==> src/rtl/kim1_pkg.sv <==
// kim1_pkg: shared types and constants for the KIM-1 LED scan capture block.
//   seg_t        7-bit segment pattern, a..g in bits [0..6]
//   sel_t        4-bit digit/row select code from RRIOT port B
//   cap_state_t  capture FSM states
//   is_display() true for select codes that address one of the six digits
//   digit_idx()  digit slot index for a display select code
package kim1_pkg;

   typedef logic [6:0] seg_t;
   typedef logic [3:0] sel_t;

   typedef enum logic [1:0] {
      IDLE,
      SETTLE,
      HELD
   } cap_state_t;

   localparam int unsigned DIGIT_BASE = 4;
   localparam int unsigned NUM_DIGITS = 6;
   localparam int unsigned KEY_ROWS   = 3;
   localparam int unsigned KEY_COLS   = 7;
   localparam sel_t        SEL_NONE   = 4'hF;

   function automatic logic is_display(input sel_t s);
      return (s >= sel_t'(DIGIT_BASE)) && (s < sel_t'(DIGIT_BASE + NUM_DIGITS));
   endfunction

   function automatic logic [2:0] digit_idx(input sel_t s);
      sel_t d;
      d = s - sel_t'(DIGIT_BASE);
      return d[2:0];
   endfunction

endpackage

==> src/rtl/kim1_digit_slot.sv <==
// kim1_digit_slot: one persistence-emulated display digit.
// Holds the captured segment pattern and a lit flag; the flag and pattern clear when the
// decay counter runs out without a fresh capture. A capture in the expiry cycle wins.
// Ports:
//   phi2     clock, rising edge
//   rst_n    asynchronous active-low reset
//   capture  load seg_in, light the digit and reload the decay counter
//   seg_in   segment pattern to capture
//   seg      captured segment pattern (0 when dark)
//   valid    digit currently lit
module kim1_digit_slot
   import kim1_pkg::*;
#(
   parameter int unsigned DECAY_CYCLES = 65536
) (
   input  logic phi2,
   input  logic rst_n,
   input  logic capture,
   input  seg_t seg_in,
   output seg_t seg,
   output logic valid
);

   localparam int unsigned CW = $clog2(DECAY_CYCLES + 1);

   seg_t          seg_q;
   logic          valid_q;
   logic [CW-1:0] decay_q;

   always_ff @(posedge phi2 or negedge rst_n) begin
      if (!rst_n) begin
         seg_q   <= '0;
         valid_q <= 1'b0;
         decay_q <= '0;
      end else if (capture) begin
         seg_q   <= seg_in;
         valid_q <= 1'b1;
         decay_q <= CW'(DECAY_CYCLES);
      end else if (decay_q != '0) begin
         decay_q <= decay_q - CW'(1);
         // Last tick of the persistence window: go dark.
         if (decay_q == CW'(1)) begin
            seg_q   <= '0;
            valid_q <= 1'b0;
         end
      end
   end

   assign seg   = seg_q;
   assign valid = valid_q;

endmodule

==> src/rtl/kim1_led_capture.sv <==
// kim1_led_capture: decodes the KIM-1 multiplexed LED scan from the RRIOT port outputs and
// keeps a stable image of the six 7-segment digits for an external display driver.
// A digit is captured once select+segments have been stable long enough; captured digits
// fade out after DECAY_CYCLES without refresh.
// Optional build macro KIM1_KEYPAD_EN adds keypad row readback (keys in, pai out).
// Ports:
//   phi2          clock, rising edge
//   rst_n         asynchronous active-low reset
//   pao, ddra     RRIOT port A output register and direction (segments on [6:0])
//   pbo, ddrb     RRIOT port B output register and direction (select on [4:1])
//   seg_out       digit k segments at [7k+6:7k], digit 0 leftmost
//   digit_valid   digit k currently lit
//   frame_strobe  one-cycle pulse on each digit-5 capture
//   keys          (KIM1_KEYPAD_EN) key matrix, bit row*7+col, 1 = pressed
//   pai           (KIM1_KEYPAD_EN) row data toward RRIOT port A input, active low
module kim1_led_capture
   import kim1_pkg::*;
#(
   parameter int unsigned STABLE_CYCLES = 16,
   parameter int unsigned DECAY_CYCLES  = 65536
) (
   input  logic        phi2,
   input  logic        rst_n,
   input  logic [7:0]  pao,
   input  logic [7:0]  ddra,
   input  logic [7:0]  pbo,
   input  logic [7:0]  ddrb,
   output logic [41:0] seg_out,
   output logic [5:0]  digit_valid,
   output logic        frame_strobe
`ifdef KIM1_KEYPAD_EN
   ,
   input  logic [20:0] keys,
   output logic [7:0]  pai
`endif
);

   localparam int unsigned CW = $clog2(STABLE_CYCLES);

   // Select is only meaningful when all four select lines are driven.
   sel_t sel_raw;
   seg_t seg_raw;
   assign sel_raw = (ddrb[4:1] == 4'hF) ? pbo[4:1] : SEL_NONE;
   assign seg_raw = pao[6:0] & ddra[6:0];

   logic unused_port_bits;
   assign unused_port_bits = ^{pao[7], ddra[7], pbo[7:5], pbo[0], ddrb[7:5], ddrb[0]};

   sel_t          sel_q, sel_prev_q;
   seg_t          seg_q, seg_prev_q;
   cap_state_t    state_q, state_d;
   logic [CW-1:0] cnt_q, cnt_d;
   logic          frame_q;

   logic changed, disp, stable_done;
   logic [NUM_DIGITS-1:0] cap_en;

   assign changed     = {sel_q, seg_q} != {sel_prev_q, seg_prev_q};
   assign disp        = is_display(sel_q);
   // This cycle's unchanged sample brings the counter to STABLE_CYCLES-1.
   assign stable_done = !changed && (cnt_q == CW'(STABLE_CYCLES - 2));

   always_ff @(posedge phi2 or negedge rst_n) begin
      if (!rst_n) begin
         sel_q      <= SEL_NONE;
         seg_q      <= '0;
         sel_prev_q <= SEL_NONE;
         seg_prev_q <= '0;
      end else begin
         sel_q      <= sel_raw;
         seg_q      <= seg_raw;
         sel_prev_q <= sel_q;
         seg_prev_q <= seg_q;
      end
   end

   // FSM state register
   always_ff @(posedge phi2 or negedge rst_n) begin
      if (!rst_n) begin
         state_q <= IDLE;
         cnt_q   <= '0;
         frame_q <= 1'b0;
      end else begin
         state_q <= state_d;
         cnt_q   <= cnt_d;
         frame_q <= cap_en[NUM_DIGITS-1];
      end
   end

   // FSM next-state
   always_comb begin
      state_d = state_q;
      cnt_d   = cnt_q;
      unique case (state_q)
         IDLE: begin
            cnt_d = '0;
            if (disp) state_d = SETTLE;
         end
         SETTLE: begin
            if (changed) begin
               cnt_d = '0;
               if (!disp) state_d = IDLE;
            end else if (stable_done) begin
               cnt_d   = CW'(STABLE_CYCLES - 1);
               state_d = HELD;
            end else begin
               cnt_d = cnt_q + CW'(1);
            end
         end
         HELD: begin
            if (changed) begin
               cnt_d   = '0;
               state_d = disp ? SETTLE : IDLE;
            end
         end
         default: begin
            state_d = IDLE;
            cnt_d   = '0;
         end
      endcase
   end

   // FSM outputs: one-hot capture strobe to the addressed slot
   always_comb begin
      cap_en = '0;
      if (state_q == SETTLE && stable_done && disp) begin
         cap_en[digit_idx(sel_q)] = 1'b1;
      end
   end

   for (genvar k = 0; k < NUM_DIGITS; k++) begin : g_slot
      kim1_digit_slot #(
         .DECAY_CYCLES(DECAY_CYCLES)
      ) u_slot (
         .phi2   (phi2),
         .rst_n  (rst_n),
         .capture(cap_en[k]),
         .seg_in (seg_q),
         .seg    (seg_out[7*k +: 7]),
         .valid  (digit_valid[k])
      );
   end

   assign frame_strobe = frame_q;

`ifdef KIM1_KEYPAD_EN
   logic [7:0] pai_q, pai_d;

   always_comb begin
      pai_d = 8'hFF;
      if (sel_q < sel_t'(KEY_ROWS)) begin
         pai_d = {1'b1, ~keys[int'(sel_q) * KEY_COLS +: KEY_COLS]};
      end
   end

   always_ff @(posedge phi2 or negedge rst_n) begin
      if (!rst_n) pai_q <= 8'hFF;
      else        pai_q <= pai_d;
   end

   assign pai = pai_q;
`endif

endmodule

==> config.mk <==
export PLATFORM = sky130hd
export DESIGN_NAME = kim1_led_capture
export DESIGN_NICKNAME = d
export VERILOG_FILES = /design/src/rtl/kim1_pkg.sv /design/src/rtl/kim1_digit_slot.sv /design/src/rtl/kim1_led_capture.sv
export SDC_FILE = /design/constraint.sdc
export NUM_CORES = 1
export LEC_CHECK = 0
export CAP_MARGIN = 30
export CORE_MARGIN = 10
export CORE_UTILIZATION = 41
export CTS_BUF_LIST = sky130_fd_sc_hd__clkbuf_16
export CTS_CLUSTER_SIZE = 24
export DETAILED_ROUTE_END_ITERATION = 8
export SYNTH_ARGS = -nofsm -noshare
export SYNTH_HDL_FRONTEND = slang
export SYNTH_HIERARCHICAL = 1
export SYNTH_SLANG_ARGS = --single-unit
==> constraint.sdc <==
create_clock -name phi2 -period 2.5 [get_ports phi2]
set_clock_uncertainty 0.1 [all_clocks]
set_input_delay 0.5 -clock phi2 [delete_from_list [all_inputs] [get_ports phi2]]
set_output_delay 0.5 -clock phi2 [all_outputs]
set_load 0.02 [all_outputs]
# Yosys cells after proc, flatten, opt, wreduce, memory -nomap -nowiden
# Index checks and enable logic that the tools add are counted.
# word_totals
ff_bits	179
inputBits	34
elab_cells	148
# op_classes
addsub	8
magnitude_cmp	4
eq_ne	15
n_mux	63
n_bitwise	1
reduce_logical	32
# ops
op	count
17-bit two-way mux	12
7-bit two-way mux	18
17-bit by 1-bit == test with 1-bit output, second input constant	6
17-bit nonzero test	6
17-bit by 1-bit subtractor with 17-bit output, second input constant	6
2-bit nonzero test	12
1-bit two-way mux	20
4-bit two-way mux	4
2-bit AND reduction	6
11-bit != test	1
2-bit two-way mux	5
4-bit == test, second input constant	2
4-bit one-hot mux with 2 select lines	1
7-bit AND	1
6-bit two-way mux	1
3-bit != test, second input constant	2
2-bit one-hot mux with 3 select lines	1
1-bit logical AND	5
4-bit by 1-bit adder with 4-bit output, second input constant	1
4-bit by 3-bit greater-or-equal comparator with 1-bit output, second input constant	1
3-bit by 4-bit < comparator with 1-bit output, second input constant	1
4-bit < comparator, second input constant	1
2-bit != test, second input constant	2
4-bit AND reduction	1
7 further kinds	7

# Depth between registers and ports, before layout
# Gate-level depths: netlist of the first run.
# depth
depth_word	8
mapped_depth	10
ltp_nobuf	9

# Modules after synthesis
# Netlist of the first run, hierarchy kept.
# by_module_without_submodules
module	n_inst	cells_per_inst	area_per_inst_um2	seq_area_each_um2
kim1_digit_slot	6	143	1383.8	625.6
kim1_led_capture	1	100	1219.9	735.7

# Worst setup path before layout of the first run
# Ideal clock, no wire load.
# synth_path
kind	reg-to-reg
from	register sel_q[0]
to	register g_slot[5].u_slot.seg_q[4]
setup_time_ns	0.134
arrival_ns	2.398
t_required_ns	2.266
setup_slack_ns	-0.132
stages_incl_launch_ff	9
path_buffers	2
period_less_slack_ns	2.632
path_cell_list	dfstp_2 -> xor2_1 -> nor4_2 -> nand3_2 -> or3_4 -> nor3_1 -> clkbuf_1 -> clkbuf_1 -> o31ai_1
# synth_between
elab_chain_len	8
word_cells_on_any_way	19
classes_between	1 x add/sub; 4 x order compare; 1 x eq/ne; 4 x mux; 9 x reduce/logical
# synth_rtl
element	line	text
from (decl)	kim1_led_capture.sv:49	sel_t sel_q, sel_prev_q;
from (signal assigned)	kim1_led_capture.sv:70	sel_q <= sel_raw;
3-bit subtractor / 11-bit != test (equally long branches)	kim1_pkg.sv:30, kim1_led_capture.sv:58	
3-bit by 4-bit < comparator with 1-bit output (not written as such), or another cell as far along	kim1_led_capture.sv:127	cap_en[digit_idx(sel_q)] = 1'b1;
1-bit logical AND (on tied branches)	kim1_led_capture.sv:127, kim1_led_capture.sv:61	
1-bit two-way mux (not written as such) / 1-bit logical AND (equally long branches)	kim1_led_capture.sv:127, kim1_led_capture.sv:126	
1-bit demux with 3-bit select / 1-bit logical AND (equally long branches)	kim1_led_capture.sv:127, kim1_led_capture.sv:126	
6-bit two-way mux *	kim1_led_capture.sv:126	if (state_q == SETTLE && stable_done && disp) begin
via cap_en[5]	kim1_led_capture.sv:56	logic [NUM_DIGITS-1:0] cap_en;
2-bit nonzero test (no source line)	--	
2-bit AND reduction (no source line)	--	
to (signal assigned)	kim1_digit_slot.sv:36	seg_q <= seg_in;
to (decl)	kim1_digit_slot.sv:26	seg_t seg_q;
# Mark *: on every way through the listed nets, which the timed path passes. The rest lies on a longest branch.
# A chain may end at the register's enable or synchronous reset.

# Final worst setup path of the first run
# layout_path
from	register sel_q[3]
to	register g_slot[4].u_slot.decay_q[14]
# layout_between
elab_chain_len	7
word_cells_on_any_way	11
classes_between	2 x order compare; 1 x eq/ne; 2 x mux; 6 x reduce/logical
# layout_rtl
element	line	text
11-bit != test	kim1_led_capture.sv:58	assign changed = {sel_q, seg_q} != {sel_prev_q, seg_prev_q};
1-bit zero test	kim1_led_capture.sv:61	assign stable_done = !changed && (cnt_q == CW'(STABLE_CYCLES - 2));
1-bit logical AND	kim1_led_capture.sv:61	
1-bit logical AND	kim1_led_capture.sv:126	
1-bit logical AND *	kim1_led_capture.sv:126	
6-bit two-way mux *	kim1_led_capture.sv:126	
via cap_en[4]	kim1_led_capture.sv:56	
17-bit two-way mux / 2-bit nonzero test (equally long branches)	--	
to (signal assigned)	kim1_digit_slot.sv:38	decay_q <= CW'(DECAY_CYCLES);
to (signal assigned)	kim1_digit_slot.sv:40	decay_q <= decay_q - CW'(1);
to (decl)	kim1_digit_slot.sv:28	logic [CW-1:0] decay_q;
# Marks and branches as above.

==> results of run 1 <==
## metal layers
layer / track usage (%) / vias to the layer above / part of all wire (%) / routed length (um)
li1: - / 3654 / - / -
met1: 20.7 / 3512 / 49 / 10700
met2: 23.9 / 85 / 47 / 10200
met3: 3.12 / 12 / 3.4 / 744
met4: 3.52 / 0 / 0.73 / 159
met5: 0 / - / 0 / 0
## area by class of cell
class	instances	area, um2	area share [%]
clock buffers	17	425	3.63
clock inverters	15	200	1.71
well taps	313	392	3.34
multi-input cells	667	4630	39.4
flip-flops and latches	179	4490	38.3
repair buffers	132	1310	11.2
inverters	76	285	2.43
## worst max-delay path, cell delays in order, from the launching register on
cell and delay, ps:
sky130_fd_sc_hd__dfstp_2 560, sky130_fd_sc_hd__xor2_1 80, sky130_fd_sc_hd__nor4_2 280, sky130_fd_sc_hd__nand3_2 110, sky130_fd_sc_hd__or3_4 430, sky130_fd_sc_hd__nor3_2 220
sky130_fd_sc_hd__buf_12 190, sky130_fd_sc_hd__nor2_1 50, sky130_fd_sc_hd__mux2_1 300
## power groups by stage
| stage | clock [mW] | combinational (mW) | sequential, mW |
|---|---|---|---|
| 2_1_floorplan | 0 | 0.0258 | 2.98 |
| 5_1_grt | 3.08 | 0.192 | 2.92 |
| 3_3_place_gp | 0 | 0.179 | 2.97 |
| 6_report | 2.87 | 0.171 | 2.92 |
| 4_1_cts | 2.94 | 0.181 | 2.92 |
| 3_5_place_dp | 0 | 0.179 | 2.98 |
## registers in the layout, indices dropped and copies added (netlist names)
signal	count
g_slot.u_slot/decay_q	102
cnt_q	4
sel_q	4
g_slot.u_slot/valid	6
g_slot.u_slot/seg	42
seg_prev_q	7
seg_q	7
state_q	2
sel_prev_q	4
frame_strobe	1
## cells in the mapped netlist, drive strengths merged (7+ instances only)
master	count	area (um2)
nor4	38	378
nand4	19	156
o21bai	7	52.6
nand3	27	170
nand2	100	375
ha	14	175
nor2b	37	231
buf	12	75.1
a21oi	51	255
mux2	24	293
dfstp	8	210
and2	7	43.8
nand2b	27	169
o21ai	32	160
o31ai	48	360
inv	76	285
or3	14	92.6
clkbuf	24	90.1
dfrtp	171	4280
nor3	51	420
xor2	11	104
or4	12	113
a211oi	12	120
nor2	60	285
o21a	12	90.1
## timing repair
action                                  4_1_cts  5_1_grt
resized for setup                             0       14
endpoints found under the setup margin        0       57
setup buffers                                 0        5
endpoints found under the hold margin        43        0
hold buffers                                  1        0
## path summary, 6_finish.rpt
| check | cells after the start | end | startpoint | slack [ps] |
|---|---|---|---|---|
| max in group asynchronous | 3 | g_slot[3].u_slot/decay_q[11]$_DFFE_PN0P_ | rst_n | 1070 |
| worst min-delay path | 0 | sel_prev_q[2]$_DFF_PN1_ | sel_q[2]$_DFF_PN1_ | 290 |
| min in group asynchronous | 2 | g_slot[1].u_slot/decay_q[3]$_DFFE_PN0P_ | rst_n | 500 |
| worst max-delay path | 8 | g_slot[4].u_slot/decay_q[14]$_DFFE_PN0P_ | sel_q[3]$_DFF_PN1_ | 50 |
| worst min register to register | 0 | sel_prev_q[2]$_DFF_PN1_ | sel_q[2]$_DFF_PN1_ | 290 |
| worst max register to register | 8 | g_slot[4].u_slot/decay_q[14]$_DFFE_PN0P_ | sel_q[3]$_DFF_PN1_ | 50 |
## logic make-up (layout without fill, tap and decap cells)
kind of cell | after synthesis | count (layout)
adders and majority gates | 15 | 15
and+or+nand+nor | 412 | 412
buffers and inverters | 112 | 240
DFF | 179 | 179
xor gates and xnor gates | 11 | 11
muxes | 30 | 30
AOI/OAI and AO/OA | 199 | 199
## metrics by stage
step                setup WS, ps  hold WS, ps  cell area [um2]  util (%)  TNS (ps)
floorplan                   5.67          104             9540         -         0
global placement            46.2          278            11000      48.2         0
detailed placement          53.7          281            11000      48.2         0
CTS                         12.5          292            11600      51.0         0
global route                -110          298            11700      51.5     -1590
finish                      51.6          290            11700      51.5         0
==> run summary, run 1 <==
The run finished with clean final reports. The power share of the sequential group came out at 49.0%. The clock slew seen by the registers of the worst setup and hold paths came out at 70 ps. The number of filler instances in the final layout came out at 2,069. The leftover overflow at the end of global routing is 0. At the later pin of the worst-skew pair, clock insertion delay measures 430 ps. The cell-internal power is 4.66 mW. The growth of design area from synthesis to finish came out at 23.2%. The setup-violating endpoint count in the final report came out at 0.

The total half-perimeter wirelength after legalization and detailed placement came out at 15,100 um. The overall routing resource usage is 15.1%. The share of flip-flops with an asynchronous set or reset after synthesis came out at 100%.

The number of routed nets with antenna violations came out at 0. The total area inside the core boundary comes to 0.0228 mm2. The worst setup path is captured at a register. The count of cell types in the netlist came out at 55. The number of enable flip-flop cells after synthesis came out at 0. Of the total power, the clock network draws 48.1%. The placement row count came out at 55.

The wire length of the first global-routing pass came out at 36,200 um. The switching portion of total power came out at 21.8%. The clock sink count came out at 179. The library cells used most frequently in the layout, excluding fill and tap cells, are 171 x sky130_fd_sc_hd__dfrtp_1, 100 x sky130_fd_sc_hd__nand2_1, 76 x sky130_fd_sc_hd__inv_1. The initial utilization of the core area, before any placement, comes to 41.8%. Dividing total power by cell area gives a power density of 508 mW/mm2.

By area, the combinational part of the netlist is dominated by simple AND/OR/NAND/NOR gates. The initial DRC count came out at 518. By startpoint and endpoint, the worst setup path is classified as register to register. The post-synthesis area per instance came out at 9.94 um2.

The routed length per instance came out at 15.6 um. The share of total power in combinational logic is 2.9%. IR analysis of the VDD net gives a maximum drop of 0.000333 V. The adder-cell share of the synthesized area is 1.94%. The compound-cell area share of the yosys netlist came out at 14.2%. For this block, the routed nets add up to 21,800 um of wire. For this run, the post-layout net count is 1,121. The y dimension of the die came out at 172 um.

The ratio of cells with drive above 1 in the final layout is 19.1%. The number of hold violations in the final report came out at 0. After detailed routing, the number of remaining DRC violations is 0. Synthesis produced 958 cells. The total leakage power came out at 5.37 nW. The worst endpoint required time came out at 2710 ps.

For the pin with the worst max-slew slack, the measured transition is 490 ps. Clock tree synthesis inserted a total of 17 buffers. In this run the worst hold path is classified as register to register. The final period utilization is 97.9%. The startpoint type of the worst setup path is a register.

The data arrival time of the critical path came out at 2650 ps. The shortest period the worst path allows came out at 2450 ps. The overall power consumption came out at 5.96 mW. Among all flip-flop cells after synthesis, the most frequent one is sky130_fd_sc_hd__dfrtp_1. The global placement routability congestion is 0.818.

Once placement completed, the tool counted placed cells totaling 1,360. The share of cell area taken by muxes after synthesis came out at 3.71%. Entering global routing, the biggest net connects 57 pins.

After synthesis the cells add up to 0.00952 mm2. The count of input and output buffers came out at 72. The mean number of vias per cell came out at 5.19. Yosys printed 6 warnings. The via count came out at 7,263.

The x dimension of the die came out at 172 um. The finished layout holds 1,399 standard cells, fillers aside. The die covers 0.0297 mm2. The top-level I/O count is 83.

The number of antenna repair diodes is 0. Across the run, the number of max-cap violations was 0. TritonCTS built the clock tree. The library cell used most frequently in the layout, excluding fill and tap cells, is sky130_fd_sc_hd__dfrtp_1. The initial antenna violation count came out at 0.

The simple-gate portion of the synthesized area came out at 27.2%. Setup repair after global routing could not meet its margin everywhere. The number of max-slew violations in the final report is 0.

The iteration count of the initial detailed-routing pass is 5. The number of global-route vias before repair is 7,093. The XOR/XNOR share of the synthesized area is 1.09%. The largest driver fanout on the critical path came out at 19. The cell sitting at the root of the clock tree is a sky130_fd_sc_hd__clkbuf_16. The depth of the CTS H-tree came out at 4. The number of synthesized register bits is 179. The worst slew margin relative to its limit is 67.3%. The maximum clock path buffer count is 2. The register area share after synthesis is 47.1%. Based on the critical path, the design can be clocked at up to 408 MHz. The number of nets produced by synthesis came out at 1,006. The switching power of the nets came out at 1.30 mW.
Note: power is estimated with default switching activity, not from simulation.
==> inputs of run 2 (changes only) <==
--- a/config.mk
+++ b/config.mk
@@ -7,10 +7,11 @@
 export LEC_CHECK = 0
 export CAP_MARGIN = 30
 export CORE_MARGIN = 10
-export CORE_UTILIZATION = 41
+export CORE_UTILIZATION = 40
 export CTS_BUF_LIST = sky130_fd_sc_hd__clkbuf_16
 export CTS_CLUSTER_SIZE = 24
 export DETAILED_ROUTE_END_ITERATION = 8
+export GPL_TIMING_DRIVEN = 1
 export SYNTH_ARGS = -nofsm -noshare
 export SYNTH_HDL_FRONTEND = slang
 export SYNTH_HIERARCHICAL = 1
==> run 2 against run 1 <==
Combinational power about the same. Wire length down 1.7%. Largest cell class unchanged. Utilization down 1.6 points. Sequential share of layout area up 0.074 points. Non-clock buffer count unchanged. Cell count up 0.43%. Total power down 0.86%. Global-route usage down 0.62 points. Die area up 2.2%.
==> run summary, run 2 (same netlist as run 1, synthesis figures left out) <==
Result of the run: completed (unchanged). The wire length of the first global-routing pass came to 36,500 um (was 36,200 um). The library cell used as clock root buffer was sky130_fd_sc_hd__clkbuf_16 (unchanged). The largest driver fanout on the critical path is 17 (was 19). The met2 wire length is 10,300 um (was 10,200 um). The count of input and output buffers is 72 (unchanged).

The share of total power in combinational logic is 2.9% (about the same). The number of routed nets with antenna violations is 0 (unchanged). The register with the highest flop count is g_slot.u_slot/decay_q (unchanged).

The cell with the biggest individual delay on the critical path was sky130_fd_sc_hd__dfstp_2 (unchanged). The number of flip-flops in the largest register came out at 102 (unchanged). The most common cell after layout, fill and taps aside was sky130_fd_sc_hd__dfrtp_1 (unchanged).

The growth of design area from synthesis to finish came out at 23.0% (was 23.2%). Most frequent cells in the layout: 171 x sky130_fd_sc_hd__dfrtp_1, 100 x sky130_fd_sc_hd__nand2_1, 77 x sky130_fd_sc_hd__inv_1 (was 171 x sky130_fd_sc_hd__dfrtp_1, 100 x sky130_fd_sc_hd__nand2_1, 76 x sky130_fd_sc_hd__inv_1). The starting density of the core is 40.6% (was 41.8%). The maximum clock path buffer count is 2 (unchanged). The x dimension of the die is 174 um (was 172 um). The sum of met3 wire segment lengths after detailed routing is 530 um (was 744 um).

The slack of the worst reg-to-reg path came out at 80 ps (was 50 ps). The area of the placeable core was 0.0235 mm2 (was 0.0228 mm2). The y dimension of the die is 174 um (was 172 um). The type of destination of the critical path is a register (unchanged). The achievable clock frequency is 413 MHz (was 408 MHz). The largest net degree at the start of global routing came to 61 (was 57). The worst hold path class is register to register (unchanged). The total detailed-routing wirelength is 21,400 um (was 21,800 um). The ratio of total power to cell area came to 505 mW/mm2 (was 508 mW/mm2). The depth of the worst hold-timing path came out at 0 (unchanged). The clock network fraction of total power is 47.7% (was 48.1%). The switching power of the nets came out at 1.26 mW (was 1.30 mW).

The startpoint type of the worst setup path was a register (unchanged). The number of buffers created by CTS is 17 (unchanged). The depth of the worst register-to-register path is 8 (unchanged). The switching portion of total power came to 21.4% (was 21.8%). The power share of the sequential group was 49.4% (was 49.0%).

The routed length per instance came out at 15.2 um (was 15.6 um). The mean number of vias per cell is 5.18 (was 5.19). The clock slew seen by the registers of the worst setup and hold paths is 60 ps (was 70 ps).

The ratio of cells with drive above 1 in the final layout came out at 18.7% (was 19.1%). The number of hold violations in the final report is 0 (unchanged). The number of standard cells in the layout, taps in and fillers out is 1,405 (was 1,399). The highest cell delay on the worst timing path was 530 ps (was 560 ps). The clock latency at the later pin of the worst-skew pair is 430 ps (about the same). The shortest period the worst path allows is 2420 ps (was 2450 ps).

The top-level I/O count is 83 (unchanged). RSZ-0062 raised after global routing: yes (unchanged). The uppermost layer routed is met4 (unchanged). The reg-to-reg critical path startpoint was sel_q[0]$_DFF_PN1_ (was sel_q[3]$_DFF_PN1_). The worst endpoint required time is 2720 ps (was 2710 ps).

The cell-internal power came out at 4.64 mW (was 4.66 mW). The dominant delay contributor by cell family on the critical path is simple AND/OR/NAND/NOR gates (unchanged). The total half-perimeter wirelength after legalization and detailed placement was 15,200 um (was 15,100 um). The number of max-slew violations in the final report is 0 (unchanged). The total routed wire length on the met1 layer is 10,300 um (was 10,700 um). The overall die area is 0.0304 mm2 (was 0.0297 mm2). The leftover overflow at the end of global routing is 0 (unchanged).

The transition time at the pin with the least slew margin is 531 ps (was 490 ps). Cells along the critical path: xor2_1, nor4_2, nand3_2, or3_4, nor3b_4, buf_12, nor2_1, mux2_1 (was xor2_1, nor4_2, nand3_2, or3_4, nor3_2, buf_12, nor2_1, mux2_1). The number of nets in the final layout came out at 1,121 (unchanged). The critical hold path startpoint is sel_q[2]$_DFF_PN1_ (unchanged).

The utilization of the core after routing was 49.9% (was 51.5%). The initial antenna violation count is 0 (unchanged). The setup-violating endpoint count in the final report came out at 0 (unchanged). The via count is 7,284 (was 7,263). The data arrival time of the critical path came out at 2640 ps (was 2650 ps).

The capture instance of the worst register-to-register path is g_slot[0].u_slot/decay_q[14]$_DFFE_PN0P_ (was g_slot[4].u_slot/decay_q[14]$_DFFE_PN0P_). The final period utilization is 96.7% (was 97.9%). The depth of the CTS H-tree came out at 4 (unchanged). The initial DRC count is 428 (was 518). The number of antenna repair diodes is 0 (unchanged). The number of filler instances in the final layout is 2,192 (was 2,069).

The maximum VDD drop came to 0.000423 V (was 0.000333 V). The clock tree from TritonCTS was built (unchanged). The clock sink count is 179 (unchanged). The number of global-route vias before repair came out at 7,178 (was 7,093). The number of buffer and inverter stages on the critical path came out at 1 (unchanged). The endpoint of the worst hold-timing path is sel_prev_q[2]$_DFF_PN1_ (unchanged). The placement row count is 56 (was 55). The overall routing resource usage is 14.5% (was 15.1%). The global placement routability congestion came out at 0.825 (was 0.818). The total leakage power came out at 5.36 nW (was 5.37 nW). The detailed-route DRC error count came out at 0 (unchanged). The reported max-cap violation count came to 0 (unchanged). The worst slew margin relative to its limit is 64.6% (was 67.3%). The iteration count of the initial detailed-routing pass is 4 (was 5).

The category of the critical setup timing path was register to register (unchanged). The cell count after placement came out at 1,371 (was 1,360).
==> run 2: cell types whose count changed in the layout (fill, tap and decap cells not counted), moves of 2 or more <==
| cell | delta |
|---|---|
| sky130_fd_sc_hd__o31ai_2 | -2 |
| sky130_fd_sc_hd__buf_4 | +2 |
| sky130_fd_sc_hd__buf_12 | +2 |
| sky130_fd_sc_hd__inv_6 | -3 |
| sky130_fd_sc_hd__o31ai_1 | +2 |
| sky130_fd_sc_hd__buf_6 | -3 |
| sky130_fd_sc_hd__clkinv_2 | +3 |
==> run 2: metal layers <==
metal  vias to the layer above  GRT usage [%]
met2                        63           22.9
li1                       3657              -
met4                         0           4.31
met1                      3548           19.7
met5                         -              0
met3                        16           2.60
==> run 2: worst max path at each step <==
stage,startpoint,slack (ps),depth (start not counted),endpoint
CTS,seg_prev_q[0]$_DFF_PN0_,40,8,g_slot[0].u_slot/decay_q[14]$_DFFE_PN0P_
global placement,sel_q[3]$_DFF_PN1_,-20,8,g_slot[0].u_slot/decay_q[14]$_DFFE_PN0P_
finish,sel_q[0]$_DFF_PN1_,80,8,g_slot[0].u_slot/decay_q[14]$_DFFE_PN0P_
floorplan,sel_q[0]$_DFF_PN1_,6,8,g_slot[5].u_slot/decay_q[14]$_DFFE_PN0P_
global route,sel_q[0]$_DFF_PN1_,-60,10,g_slot[1].u_slot/decay_q[5]$_DFFE_PN0P_
detailed placement,sel_q[3]$_DFF_PN1_,-30,9,g_slot[3].u_slot/seg[1]$_DFFE_PN0P_
==> run 2: final cells by class <==
class                           instances  area [um2]  area share [%]
Inverter                               76         285            2.44
Sequential cell                       179        4490            38.3
Clock inverter                         15         189            1.61
Multi-Input combinational cell        667        4610            39.4
Timing Repair Buffer                  132        1310            11.2
Clock buffer                           17         425            3.63
Tap cell                              319         399            3.41
==> run 2: power by group through the flow <==
stage / Combinational [mW] / Sequential [mW] / Clock [mW]
3_5_place_dp: 0.178 / 2.97 / 0
3_3_place_gp: 0.177 / 2.97 / 0
6_report: 0.170 / 2.92 / 2.82
5_1_grt: 0.190 / 2.92 / 3.02
2_1_floorplan: 0.0258 / 2.98 / 0
4_1_cts: 0.180 / 2.92 / 2.90
==> run 2: timing repair <==
item	4_1_cts	5_1_grt
endpoints found under the hold margin	49	0
endpoints found under the setup margin	17	29
pin swaps	1	1
resized for setup	0	4
hold buffers	1	0
setup buffers	0	1
==> run 2: per-stage QoR <==
step | setup slack, ps | area (um2) | hold slack (ps) | setup TNS, ps | total power [mW]
after CTS | 39.7 | 11700 | 290 | 0 | 5.99
after global placement | -17.6 | 11100 | 279 | -28.1 | 3.15
final | 81.3 | 11700 | 288 | 0 | 5.91
after detailed placement | -31.5 | 11100 | 279 | -241 | 3.15
after floorplan | 5.67 | 9540 | 104 | 0 | 3.01
after global routing | -59.5 | 11700 | 298 | -428 | 6.13
==> RTL edit, RTL diff (settings of run 1) <==
The option `KIM1_KEYPAD_EN` is turned on by a define.
--- a/src/rtl/kim1_led_capture.sv
+++ b/src/rtl/kim1_led_capture.sv
@@ -15,2 +15,4 @@
 //   pai           (KIM1_KEYPAD_EN) row data toward RRIOT port A input, active low
+`define KIM1_KEYPAD_EN
+
 module kim1_led_capture
Interface: changed (added keys and pai); port bits go from 83 to 112. The function was not compared with the original's and may differ.
==> RTL edit against run 1 <==
- the flow now finishes with violations (setup timing)
- critical path depth unchanged
- design area up 9.2%
- synthesized area up 4.8%
- setup slack worse by 53 ps
- die area up 4.3%
- clock power down 8.0%
- sequential cell count up 7
- routed wire length up 13%
- worst hold slack better by 110 ps
- count of clock-buffer cells in the layout unchanged
- via count up 8.1%
- power down 0.50%
- largest power group unchanged
- highest routed layer unchanged
==> RTL edit: results <==
synthesis:
  synth.top_cells.by_count: "171 x dfrtp_1, 114 x nand2_1, 75 x inv_1, 49 x nor2_1, 48 x o31ai_1"
  netlist_instances: 1003
  yosysSeqAreaShare_pct: 46.81
  syn_nets: 1072
  synthTopCellsByArea: "dfrtp_1 43%, nand2_1 4.3%, dfstp_2 3.9%"
setup_path:
  crit_path_end: "g_slot[5].u_slot/decay_q[13]$_DFFE_PN0P_"
  cp_max_fo: 6
  cp_slowest_stage_delay_ps: 520
worst_hold_path:
  min_path_cells: 1
  hold_start: "sel_q[3]$_DFF_PN1_"
pwr:
  peakVddDrop_uv: 498.2
  power_leakage_nw: 5.784
finish:
  final_cell_count_no_fill: 1491
  fin_nets: 1222
  layout-drive-gt1-share_pct: 21.18
sta:
  setup_viol: 4
  slew_headroom_pct: 28.02
  postLayoutSetupSlackWorst_ps: -1.702
  tns_ps: -4.921
run_status:
  violations: "setup timing"
  status: "complete, but fails checks"
global_routing:
  grt_pass1_wl_um: 39810
  grt_pass1_vias: 7714
  grt_max_degree: 58
place:
  gp_congestion: 0.8496
drt:
  drt_iter0_drc: 461
RTL edit: kinds of logic (layout without fill, tap and decap cells):
family          after synthesis  after routing  synth area share (%)
mux                          37             37                 4.236
compound gates              206            206                 14.24
other cells                   1              2               0.03756
simple gates                432            432                 27.16
buf+inv                     116            279                 4.800
xor+xnor                     11             11                0.9650
fa+ha+maj                    14             14                 1.755
flops                       186            186                 46.81
RTL edit: timing repair:
action,in CTS,in global routing
pin swaps,0,11
hold buffers,1,0
resized for setup,1,58
setup buffers,0,9
cloned,0,7
hold endpoints to repair,44,0
setup endpoints to repair,1,65
RTL edit: through the flow:
step | utilization, % | cell area, um2 | hold slack, ps | total power, mW | setup WS [ps]
4_1_cts | 51.21 | 12340 | 410.7 | 6.002 | 4.366
2_1_floorplan | - | 9983 | 104.4 | 3.150 | 19.26
6_report | 53.16 | 12810 | 404.8 | 5.928 | -1.702
3_3_place_gp | 48.81 | 11770 | 393.7 | 3.344 | 15.03
5_1_grt | 53.15 | 12810 | 425.7 | 6.149 | -99.84
3_5_place_dp | 48.81 | 11770 | 386.3 | 3.346 | -14.23
RTL edit: report_power, final:
group          internal, mW  switching (mW)  total [mW]
Sequential             3.02          0.0114        3.04
Combinational         0.109           0.140       0.249
Clock                  1.45            1.19        2.64
RTL edit: layout make-up:
type	instances	area, um2
diodes	1	2.502
clock buffers	17	425.4
clock inverters	15	136.4
fillers	2191	11290
inverters	75	281.5
multi-input cells	701	5034
flip-flops and latches	186	4673
well taps	324	405.4
repair buffers	172	1857
RTL edit: metal layers:
metal / share of wire [%] / up-vias / GRT usage, %
met2: 46 / 133 / 24.77
li1: - / 3874 / -
met1: 49 / 3828 / 21.30
met3: 3.8 / 18 / 3.289
met5: 0 / - / 0
met4: 1.3 / 0 / 4.451
